[config.mk]
export PLATFORM = sky130hd
export DESIGN_NAME = crc_mem_scrub
export DESIGN_NICKNAME = d
export VERILOG_FILES = /design/src/rtl/crc_mem_pkg.sv /design/src/rtl/crc_sat_cnt.sv /design/src/rtl/crc_mem_scrub.sv
export SDC_FILE = /design/constraint.sdc
export NUM_CORES = 1
export LEC_CHECK = 0
export ABC_AREA = 1
export CELL_PAD_IN_SITES_DETAIL_PLACEMENT = 1
export CELL_PAD_IN_SITES_GLOBAL_PLACEMENT = 1
export CORE_UTILIZATION = 35
export CTS_CLUSTER_SIZE = 8
export DETAILED_ROUTE_END_ITERATION = 12
export PLACE_DENSITY_LB_ADDON = 0.25
export SLEW_MARGIN = 15
export SYNTH_ARGS = -nofsm -noshare
export SYNTH_HDL_FRONTEND = slang
export SYNTH_SLANG_ARGS = --single-unit
[constraint.sdc]
create_clock -name clk -period 1.6 [get_ports clk]
set_input_delay 0.24 -clock clk [delete_from_list [all_inputs] [get_ports clk]]
set_output_delay 0.24 -clock clk [all_outputs]
set_load 0.1 [all_outputs]
[src/rtl/crc_mem_pkg.sv]
// Shared scrubber FSM state encoding and default width constants.
package crc_mem_pkg;

  localparam int DEF_DATA_WIDTH = 8;
  localparam int DEF_ADDR_WIDTH = 8;
  localparam int DEF_RD_LAT     = 2;
  localparam int DEF_CNT_WIDTH  = 8;

  typedef enum logic [2:0] {
    S_IDLE  = 3'd0,
    S_RD    = 3'd1,
    S_WAIT  = 3'd2,
    S_CHECK = 3'd3,
    S_WB    = 3'd4,
    S_DONE  = 3'd5
  } state_t;

endpackage

[src/rtl/crc_sat_cnt.sv]
// Saturating up-counter with synchronous clear.
module crc_sat_cnt #(
  parameter int WIDTH = 8
) (
  input  logic             clk,
  input  logic             rst_n,
  input  logic             clr,
  input  logic             inc,
  output logic [WIDTH-1:0] cnt
);

  always_ff @(posedge clk or negedge rst_n) begin
    if (!rst_n) begin
      cnt <= '0;
    end else if (clr) begin
      cnt <= '0;
    end else if (inc && (cnt != '1)) begin
      cnt <= cnt + 1'b1;
    end
  end

endmodule

[src/rtl/crc_mem_scrub.sv]
// Memory scrubber: walks every address, writes back corrected words and
// tallies corrected/uncorrectable CRC errors.
module crc_mem_scrub
  import crc_mem_pkg::*;
#(
  parameter int DATA_WIDTH = DEF_DATA_WIDTH,
  parameter int ADDR_WIDTH = DEF_ADDR_WIDTH,
  parameter int RD_LAT     = DEF_RD_LAT,
  parameter int CNT_WIDTH  = DEF_CNT_WIDTH
) (
  input  logic                  clk,
  input  logic                  rst_n,
  input  logic                  start,
  input  logic                  abort,
  output logic                  mem_wr,
  output logic [ADDR_WIDTH-1:0] mem_addr,
  output logic [DATA_WIDTH-1:0] mem_data_in,
  input  logic [DATA_WIDTH-1:0] mem_data_out,
  input  logic                  err_detected,
  input  logic                  err_corrected,
  output logic                  busy,
  output logic                  done,
  output logic [CNT_WIDTH-1:0]  corr_cnt,
  output logic [CNT_WIDTH-1:0]  uncorr_cnt,
  output logic [ADDR_WIDTH-1:0] first_uncorr_addr,
  output logic                  uncorr_seen
);

  localparam int WW = (RD_LAT > 2) ? $clog2(RD_LAT - 1) : 1;
  localparam logic [WW-1:0] WAIT_LAST = WW'(RD_LAT - 2);

  state_t                state;
  logic [ADDR_WIDTH-1:0] addr;
  logic [WW-1:0]         wait_cnt;
  logic [DATA_WIDTH-1:0] wb_data;
  logic                  corr_inc;
  logic                  uncorr_inc;
  logic                  cnt_clr;

  always_ff @(posedge clk or negedge rst_n) begin
    if (!rst_n) begin
      state             <= S_IDLE;
      addr              <= '0;
      wait_cnt          <= '0;
      wb_data           <= '0;
      first_uncorr_addr <= '0;
      uncorr_seen       <= 1'b0;
    end else if (abort) begin
      state <= S_IDLE;
    end else begin
      case (state)
        S_IDLE: begin
          if (start) begin
            addr        <= '0;
            uncorr_seen <= 1'b0;
            state       <= S_RD;
          end
        end
        S_RD: begin
          wait_cnt <= '0;
          state    <= (RD_LAT > 1) ? S_WAIT : S_CHECK;
        end
        S_WAIT: begin
          if (wait_cnt == WAIT_LAST) begin
            state <= S_CHECK;
          end else begin
            wait_cnt <= wait_cnt + 1'b1;
          end
        end
        S_CHECK: begin
          if (err_detected && err_corrected) begin
            wb_data <= mem_data_out;
            state   <= S_WB;
          end else begin
            if (err_detected && !uncorr_seen) begin
              first_uncorr_addr <= addr;
              uncorr_seen       <= 1'b1;
            end
            if (addr == '1) begin
              state <= S_DONE;
            end else begin
              addr  <= addr + 1'b1;
              state <= S_RD;
            end
          end
        end
        S_WB: begin
          if (addr == '1) begin
            state <= S_DONE;
          end else begin
            addr  <= addr + 1'b1;
            state <= S_RD;
          end
        end
        S_DONE:  state <= S_IDLE;
        default: state <= S_IDLE;
      endcase
    end
  end

  assign cnt_clr    = (state == S_IDLE) && start && !abort;
  assign corr_inc   = (state == S_CHECK) && err_detected && err_corrected && !abort;
  assign uncorr_inc = (state == S_CHECK) && err_detected && !err_corrected && !abort;

  crc_sat_cnt #(.WIDTH(CNT_WIDTH)) u_corr_cnt (
    .clk   (clk),
    .rst_n (rst_n),
    .clr   (cnt_clr),
    .inc   (corr_inc),
    .cnt   (corr_cnt)
  );

  crc_sat_cnt #(.WIDTH(CNT_WIDTH)) u_uncorr_cnt (
    .clk   (clk),
    .rst_n (rst_n),
    .clr   (cnt_clr),
    .inc   (uncorr_inc),
    .cnt   (uncorr_cnt)
  );

  // Write strobe and done are gated by abort so an abort cycle never commits.
  assign mem_wr      = (state == S_WB) && !abort;
  assign mem_data_in = (state == S_WB) ? wb_data : '0;
  assign mem_addr    = addr;
  assign busy        = (state != S_IDLE);
  assign done        = (state == S_DONE) && !abort;

endmodule
==> reports/results.txt <==
Failing checks: negative setup slack
Synthesized flop and latch total: 44
Post-route setup slack: -0.0502 ns
Cell Chain, Critical Path: nor2_4 > buf_6 > buf_4 > nand2_2 > buf_12
Final GP Congestion: 0.825
I/O Buffers: 57
Actual slew at the worst max-slew pin: 0.306 ns
Worst-path fanout max: 4
Fillers: 760
Post-Layout Cell Count: 519
Final setup viols: 11
Vias/cell: 4.78
Placed Cells: 494
First-pass GRT wire length: 13.3 mm
Status: finished with violations
CTS tree: yes
Hold Fails Final Rpt: 0
Clock Sinks: 44
Net Sw Frac: 0.391
RSZ-0062 raised after global routing: true
Power Density: 776 nW/um^2
Syn_area_per_cell: 7.60 um^2
Synthesized Nets: 341
Setup Skew: 0.0134 ns
Mapped Cells: 324
Final core occ: 0.622
Worst skew pair latency: 0.31 ns
Fin crit period: 1.65 ns
Core area: 6790 um^2
Die ar.: 7370 um^2
Sequential fraction of the synthesis area: 0.447
Period utilization: 1.03
Max_slew headroom: 0.795
Slowest CP cell: dfrtp_1
Max VDD drop: 0.715 mV
P_sw: 1.28 mW
Layout cells sized above 1: 0.404
Pre-antenna DRT Iters: 6
Clock Power Share: 0.217
R2r worst-path depth: 10
Antenna violations before repair: 0
Root buf cell: clkbuf_8
Internal power: 2.00 mW
LEAKAGE: 1.93 nW
CTS clock-pin slew for the worst setup and hold paths: 0.09 ns
CTS Buf Count: 5
Comb pwr share: 0.378
Largest net degree at the start of global routing: 45
Total track usage: 0.235
Worst EP arrival: 1.41 ns
Vias in the first global route: 2,665
Fin area: 4230 um^2
DRT iter0 DRCs: 54
Max-Cap Viols: 0
Crit-path max cell delay: 0.43 ns
H-tree lvl count: 2
Grt ovf: 0
Detailed placer's ending HPWL: 5.41 mm
Synth warnings: 0
Crit-path leading delay family: buffers and inverters
Die height: 85.9 um
Fmax: 0.606 GHz
Worst hold margin: 0.437 ns
DRT antenna net count: 0
Layout Area Growth over Synthesis: 71.6%
Slew Limit Fails: 0
CP Launch Type: flip-flop
Via Count: 2,483
Buf+Inv Stages, Crit Path: 3
DRC: 0
Critical Path End Type: primary output
Power share of the sequential group: 0.405
Mapped cell area: 2460 um^2
Worst path required time: 1.36 ns
Crit Path Category: reg -> out
Nets@finish: 439
# IOs: 58
Cell area after placement: 3880 um^2
Synth cell types: 28
Final Total Pwr: 3.28 mW
Final wirelength: 8.05 mm
Initial core utilization: 0.362
WL per Instance: 15.5 um
Row count: 30
Max Root-Sink Buffers: 2
R2r setup slk: 0.01 ns
Cell depth of the worst setup path: 5
Hold WC Path Type: in -> async
Antenna diodes: 0
Die width: 85.9 um
-- worst paths after layout --
kind / from / endpoint
min reg2reg: u_corr_cnt.cnt[0] / u_corr_cnt.cnt[0]
min in group clk: mem_data_out[6] / wb_data[6]
max: state[0] / busy
max in group asynchronous: rst_n / u_corr_cnt.cnt[0]
max reg2reg: state[2] / mem_addr[0]
min: rst_n / wb_data[2]
-- stage by stage --
step	setup TNS, ns	worst slack, ns
floorplan	0	0.000254
global route	-1.44	-0.113
global placement	-0.822	-0.0501
CTS	-0.229	-0.0413
detailed placement	-2.50	-0.168
finish	-0.373	-0.0502
-- power by group through the flow --
stage               clock (mW)  combinational (mW)  sequential, mW
floorplan                    0               0.323            1.67
global placement             0                1.05            1.35
detailed placement           0                1.08            1.36
CTS                      0.731                1.16            1.34
global route             0.766                1.31            1.34
finish                   0.713                1.24            1.33
-- kinds of logic (layout without fill, tap and decap cells) --
family	after synthesis	after routing	synth area share
AOI/OAI and AO/OA	38	38	0.0930
adders and majority gates	3	3	0.0152
buffers and inverters	51	149	0.0818
xor gates and xnor gates	6	6	0.0213
and+or+nand+nor	182	183	0.341
DFF	44	44	0.447
-- synth_stat cells (all sizes together) --
library cell  instances  area share
o21ai                29       0.073
a21oi                 6       0.012
nor2                 45       0.084
buf                   2      0.0066
nand3b                1      0.0030
xnor2                 1      0.0036
o22ai                 2      0.0051
nand2               109        0.18
inv                  48       0.073
nor3                  1      0.0020
nand4                 4       0.010
ha                    3       0.015
or2                   1      0.0025
dfrtp                44        0.45
clkinv                1      0.0020
o211ai                1      0.0030
nand3                21       0.055
xor2                  5       0.018
-- registers in the layout, summed over array words and instances, names as in the netlist --
register / count
u_corr_cnt.cnt: 8
u_uncorr_cnt.cnt: 8
wb_data: 8
uncorr_seen: 1
mem_addr: 8
state: 3
first_uncorr_addr: 8
-- layer usage --
layer,GRT usage,wire (um)
met5,0,0
met2,0.438,4370
met4,0.0667,138
met1,0.271,3320
met3,0.0452,219
-- repair_timing --
item / in CTS / in global routing
buffers inserted: 11 / 4
gates resized for setup: 11 / 22
setup endpoints to repair: 14 / 40
pin swaps: 6 / 11
gates cloned: 1 / 0
endpoints found under the hold margin: 44 / 0
hold buffers: 1 / 0
-- cell type report --
class / count / area (um^2) / area share
inverter: 49 / 188 / 0.0444
clock buffer: 7 / 76.3 / 0.0181
multi-input combinational: 230 / 1360 / 0.322
timing repair buffer: 92 / 1330 / 0.314
sequential: 44 / 1150 / 0.272
tap: 96 / 120 / 0.0284
clock inverter: 1 / 5.00 / 0.00118
-- tightest hold or removal path: cells and delay by family --
family	cells	cell delay [ns]
buf+inv	3	0.89
-- layout by cell type (no fill, tap or decap), types with 2 or more instances in the layout --
cell / Yosys / routed
ha_4: 0 / 2
xor2_1: 5 / 5
a21oi_1: 6 / 6
nand2_4: 5 / 5
nor2_1: 41 / 27
clkdlybuf4s50_1: 0 / 12
o21ai_1: 1 / 2
inv_2: 4 / 4
o21ai_2: 9 / 9
buf_12: 0 / 46
nand4_1: 4 / 4
nand3_1: 18 / 17
buf_4: 0 / 24
nand2_2: 3 / 11
inv_1: 44 / 43
dfrtp_1: 44 / 18
clkinv_2: 1 / 2
clkbuf_8: 0 / 5
nor2_4: 3 / 12
nand3_4: 2 / 3
dfrtp_4: 0 / 6
nand2_1: 101 / 91
o21ai_0: 19 / 18
o22ai_1: 2 / 2
nand2_8: 0 / 3
clkbuf_1: 0 / 2
nor2_2: 0 / 5
dfrtp_2: 0 / 20
buf_6: 1 / 8
No activity file was read; power rests on OpenSTA's default activity.
